**src/rtl/fetch_unit_pkg.sv**
```systemverilog
// Shared definitions for the instruction fetch unit: FSM states, word width
// and the default sequential PC increment.
package fetch_unit_pkg;

    localparam int WORD_W          = 32;
    localparam int DEFAULT_PC_STEP = 4;

    typedef enum logic [1:0] {
        ST_REQ  = 2'd0,
        ST_WAIT = 2'd1,
        ST_HOLD = 2'd2
    } fetch_state_t;

endpackage

```
**src/rtl/fetch_unit.sv**
```systemverilog
// Single-outstanding instruction fetch unit: issues one memory request, waits
// for the response, holds the word for decode and computes the next PC.
module fetch_unit
    import fetch_unit_pkg::*;
#(
    parameter logic [WORD_W-1:0] RESET_PC = 32'h0000_0000,
    parameter int                PC_STEP  = DEFAULT_PC_STEP
) (
    input  logic              clock,
    input  logic              reset,
    input  logic [WORD_W-1:0] pc,
    output logic [WORD_W-1:0] next_pc,
    input  logic              redirect_valid,
    input  logic [WORD_W-1:0] redirect_target,
    output logic              imem_req_valid,
    input  logic              imem_req_ready,
    output logic [WORD_W-1:0] imem_req_addr,
    input  logic              imem_rsp_valid,
    input  logic [WORD_W-1:0] imem_rsp_data,
    output logic              instr_valid,
    input  logic              instr_ready,
    output logic [WORD_W-1:0] instr,
    output logic [WORD_W-1:0] instr_pc
);

    fetch_state_t state;
    fetch_state_t state_n;
    logic         discard;
    logic         discard_n;
    logic         capture;

    assign imem_req_addr = pc;

    // Redirect beats the sequential increment; instr_valid is high exactly in HOLD.
    always_comb begin
        if (reset) begin
            next_pc = RESET_PC;
        end else if (redirect_valid) begin
            next_pc = redirect_target;
        end else if (instr_valid && instr_ready) begin
            next_pc = pc + WORD_W'(PC_STEP);
        end else begin
            next_pc = pc;
        end
    end

    always_comb begin
        state_n   = state;
        discard_n = discard;
        capture   = 1'b0;
        case (state)
            ST_REQ: begin
                if (discard) begin
                    if (imem_rsp_valid) begin
                        discard_n = 1'b0;
                    end
                end else if (imem_req_valid && imem_req_ready) begin
                    state_n = ST_WAIT;
                    if (redirect_valid) begin
                        discard_n = 1'b1;
                    end
                end
            end
            ST_WAIT: begin
                // A response landing with the redirect settles the request, so
                // it is dropped here instead of waiting for another one.
                if (redirect_valid) begin
                    if (!imem_rsp_valid) begin
                        discard_n = 1'b1;
                    end
                end else if (imem_rsp_valid) begin
                    state_n = ST_HOLD;
                    capture = 1'b1;
                end
            end
            ST_HOLD: begin
                if (instr_ready) begin
                    state_n = ST_REQ;
                end
            end
            default: begin
                state_n = ST_REQ;
            end
        endcase
        if (redirect_valid) begin
            state_n = ST_REQ;
        end
    end

    always_ff @(posedge clock or posedge reset) begin
        if (reset) begin
            state          <= ST_REQ;
            discard        <= 1'b0;
            imem_req_valid <= 1'b0;
            instr_valid    <= 1'b0;
            instr          <= '0;
            instr_pc       <= '0;
        end else begin
            state          <= state_n;
            discard        <= discard_n;
            imem_req_valid <= (state_n == ST_REQ) && !discard_n;
            instr_valid    <= (state_n == ST_HOLD);
            if (capture) begin
                instr    <= imem_rsp_data;
                instr_pc <= pc;
            end
        end
    end

endmodule

```
**config.mk**
```make
export PLATFORM = sky130hd
export DESIGN_NAME = fetch_unit
export DESIGN_NICKNAME = d
export VERILOG_FILES = /design/src/rtl/fetch_unit_pkg.sv /design/src/rtl/fetch_unit.sv
export SDC_FILE = /design/constraint.sdc
export NUM_CORES = 1
export LEC_CHECK = 0
export CAP_MARGIN = 40
export CELL_PAD_IN_SITES_DETAIL_PLACEMENT = 0
export CELL_PAD_IN_SITES_GLOBAL_PLACEMENT = 2
export CORE_MARGIN = 2
export CORE_UTILIZATION = 23
export DETAILED_ROUTE_END_ITERATION = 7
export PLACE_DENSITY = 0.89
export SYNTH_ARGS = -nofsm -noshare
export SYNTH_HDL_FRONTEND = slang
export SYNTH_SLANG_ARGS = --single-unit
```
**constraint.sdc**
```tcl
create_clock -name clock -period 10.87 [get_ports clock]
set_input_delay 3.261 -clock clock [delete_from_list [all_inputs] [get_ports clock]]
set_output_delay 3.261 -clock clock [all_outputs]
set_load 0.01 [all_outputs]
```
## Yosys cells after proc, flatten, opt, wreduce, memory -nomap -nowiden

Cells that the tools add are included.

- Add/sub/neg operators: 1
- Eq/ne operators: 3
- Multiplexer cells: 19
- Reduce and logical (&&, ||, !) cells: 6

Operators with widths:

| kind | number |
|---|---|
| 2-to-1 mux 32 bit | 3 |
| adder 32 x 3 -> 32 bit, second input constant | 1 |
| 2-to-1 mux 2 bit | 5 |
| 2-to-1 mux 1 bit | 9 |
| case mux 2 bit (3 select lines) | 1 |
| equality test 2 bit, second input constant | 2 |
| zero test 2 bit | 2 |
| logical AND 1 bit | 3 |
| equality test 2 x 1 -> 1 bit, second input constant | 1 |
| case mux 1 bit (2 select lines) | 1 |
| zero test 1 bit | 1 |

- Flip-flop bits (word level): 69
- Output and inout bits: 130

## Longest topological paths before layout

- Depth after elaboration: 7
- Mapped depth: 7

## Worst setup path after synthesis

No wires, ideal clock.

- Path type: input to output
- Start: in reset
- End: out next_pc[28]
- Arrival: 5.359 ns
- Data required time: 7.609 ns
- Slack: 2.250 ns
- Cell stages on the path: 4
- Path buffers: 0
- Cells stage by stage: inv_1 -> o21ai_0 -> a21oi_1 -> and3_1

- Cells in the longest elaborated chain, start to end: 1

RTL lines:

| what | RTL line | source |
|---|---|---|
| start: declaration | fetch_unit.sv:10 | `input logic reset,` |
| 2-to-1 mux 32 bit | fetch_unit.sv:36 | `if (reset) begin` |
| end: declaration | fetch_unit.sv:12 | `output logic [WORD_W-1:0] next_pc,` |

No other way between the ends.

## Worst setup path in the final report

- Start: in pc[3]
- End: out next_pc[30]

- Cells in the longest elaborated chain, start to end: 4

RTL lines:

| what | RTL line | source |
|---|---|---|
| start: declaration | fetch_unit.sv:11 | `input logic [WORD_W-1:0] pc,` |
| adder 32 x 3 -> 32 bit | fetch_unit.sv:41 | `next_pc = pc + WORD_W'(PC_STEP);` |
| 2-to-1 mux 32 bit | fetch_unit.sv:40 | `end else if (instr_valid && instr_ready) begin` |
| 2-to-1 mux 32 bit | fetch_unit.sv:38 | `end else if (redirect_valid) begin` |
| 2-to-1 mux 32 bit | fetch_unit.sv:36 |  |

No other way between the ends.

==> metrics.cfg <==
[cells_and_area]
diodes = 0
seq_area_um2 = 1730
fin_util_pct = 39.7
multi_input_area_um2 = 1830
nFillCells = 1650
area_delta_synth_final_pct = 68.7
final_area_um2 = 6590
fin_nets = 668
drive_above_1_share_pct = 16.0

[clock_tree]
clock_latency_ns = 0.34
cts_htree_levels = 3
cts.sinks = 69
cts_resized = 0
cts_hold_buf = 0
cts_buffers = 9
cts_buffer_depth = 2
cts_tree = done
cts_root_buf = clkbuf_16
post-cts-setup-buffers = 0
path_clk_slew_ns = 0.06

[drt]
first_pass_iters = 4
routed_wl_um = 14100
antenna_left = 0
drt_iter0_drc = 102
routed_via_density = 4.72
vias = 3725
wl_per_cell_um = 17.9
drc = 0

[sta]
fin_ws_ns = 0.973
maxSlewHeadroom_pct = 50.4
tightest_slew_ns = 0.743
fin_skew_ns = 0.00903
finalSetupViolations = 0
max_freq_mhz = 101
hold_viol = 0
slew_violations = 0
rsz0062_at_grt = false
fin_crit_sh_pct = 91.0
min_period_ns = 9.90
final.setup.tns_ns = 0

[min_path]
worstHoldStart = instr[11]
holdPathEnd = instr[11]
holdPathStages = 1
hold_path_class = flip-flop to flip-flop

[setup_path]
required_ns = 7.61
slowest_stage = or4_1
end_kind = primary output
worstSetupStartpoint = pc[3]
cp_max_fo = 19
path_class = input port to primary output
reg2reg_from = state[1]
start_kind = input port
critPathMaxStageDelay_ns = 0.89
arrival_ns = 6.64
rrSetupSlack_ns = 8.98
reg2reg_depth = 5
crit_chain = clkdlybuf4s50_1 > ha_1 > nand3_2 > or4_1 > or4_1 > a311oi_1 > clkdlybuf4s50_1
rr_endpoint = instr[9]

[placed_design]
routabilityCongestion = 0.785
post-dp-hpwl_um = 10400
detailedPlace.worstSlack_ns = 0.986
placed_cell_area_um2 = 6250
io_buffer_count = 231

[power_and_ir_drop]
power.density_nw_per_um2 = 205
p_comb_share_pct = 42.2
p_leak_nw = 2.52
sw_frac_of_total_pct = 29.9
pwr-share-clk_pct = 25.0
p_sw_mw = 0.403
internal-power_mw = 0.946
vdd_ir_drop_max_mv = 0.0933
seqPwrFrac_pct = 32.8

[synth]
avgSynthCellArea_um2 = 10.6
ys_top_cells_by_area = dfrtp_1 44%, mux2_2 18%, buf_4 6.2%
synth-seq-cells = 69
yosys.cell_types.count = 38
synth_edf_count = 0
yosysTopAreaCell = dfrtp_1
synth_area_um2 = 3900
synth_warnings = 0
synthDominantCellAreaShare_pct = 44.2
syn_nets = 473
synth_common_cells = 69 x dfrtp_1, 64 x mux2_2, 32 x buf_4
postSynthCellCount = 370
synthArstFlopShare_pct = 100
synth_most_common_cell = dfrtp_1
synth_top_flop_cell = dfrtp_1
yosysSeqAreaShare_pct = 44.2

[flow_run]
maxCapViolCount = 0

[die]
start_util_pct = 23.5
core-area_um2 = 16600
io_pins = 232
dieArea_um2 = 18000
die_h_um = 134
dieWidth_um = 134
rows = 47

[grt]
use_met2_pct = 26.2
grt_use_total_pct = 15.6
grt-ovfl-total = 0
grt_pass1_wl_um = 21900
grt_pass1_vias = 3794
gr-usage-met3_pct = 2.87
grt_max_degree = 42
busiest_layer = met2
use_met1_pct = 19.6
antenna_found_initial = 0

[run_status]
status = finished clean

final cells by class:
cell class,count,area share [%]
multi-input combinational,239,27.8
sequential,69,26.2
timing repair buffer,236,36.2
clock inverter,6,1.43
inverter,10,0.589
clock buffer,10,3.63
tap,220,4.18
power by group through the flow:
stage          Clock, mW  Combinational, mW  Sequential [mW]
5_1_grt            0.358              0.606            0.463
6_report           0.337              0.569            0.443
3_3_place_gp           0              0.566            0.442
4_1_cts            0.347              0.579            0.446
2_1_floorplan          0              0.163            0.501
3_5_place_dp           0              0.576            0.448
how the worst max path moves through the flow:
stage,endpoint,cells after the start
after floorplan,next_pc[28],4
after global placement,next_pc[16],7
after detailed placement,next_pc[16],7
after CTS,next_pc[16],7
after global routing,next_pc[16],7
final,next_pc[30],7
logic make-up (layout without fill, tap and decap cells):
group	count (synthesis)	after routing	synth area share (%)
fa+ha+maj	1	1	0.320
compound gates	63	63	11.9
xor+xnor	9	9	2.02
mux	66	66	19.0
simple gates	100	100	13.5
flops	69	69	44.2
buf+inv	62	262	9.10
stage by stage:
| stage | power, mW | instances | hold slack [ns] |
|---|---|---|---|
| 6_report | 1.35 | 790 | 0.505 |
| 5_1_grt | 1.43 | 790 | 0.523 |
| 4_1_cts | 1.37 | 790 | 0.508 |
| 3_5_place_dp | 1.02 | 774 | 0.495 |
| 3_3_place_gp | 1.01 | 772 | 0.490 |
| 2_1_floorplan | 0.664 | 370 | 0.475 |
layout by cell type, fill, tap and decap left out, types with 2 or more instances in the layout:
master and instances:
nand4_1 7, dfrtp_1 69, xor2_1 4, nor2_1 29
and3_1 3, a21oi_1 8, and4_1 4, mux2_2 64
nor4_1 2, bufinv_16 2, o31ai_1 13, inv_1 8
nand3_1 9, or3_1 4, nand2_1 17, clkinv_4 2
xnor2_1 5, clkbuf_16 9, buf_4 3, a311oi_1 18
or4_1 16, o21ai_0 8, mux2i_1 2, a211oi_1 8
clkdlybuf4s50_1 231, nor3_1 4
layer usage:
metal | vias to the layer above | part of all wire (%) | routed length [µm]
li1 | 1748 | - | -
met1 | 1827 | 43 | 6110
met2 | 127 | 49 | 6940
met3 | 23 | 5.0 | 712
met4 | 0 | 2.5 | 356
met5 | - | 0 | 0
critical path, delay by kind of cell:
kind            cells  cell delay, ns
fa+ha+maj           1            0.22
compound gates      1            0.31
buf+inv             2            1.20
simple gates        3            1.63
state kept, by name, summed over array words and instances (netlist names):
| name | flops |
|---|---|
| discard | 1 |
| imem_req_valid | 1 |
| instr | 32 |
| instr_pc | 32 |
| instr_valid | 1 |
| state | 2 |
No activity file was read; power rests on OpenSTA's default activity.
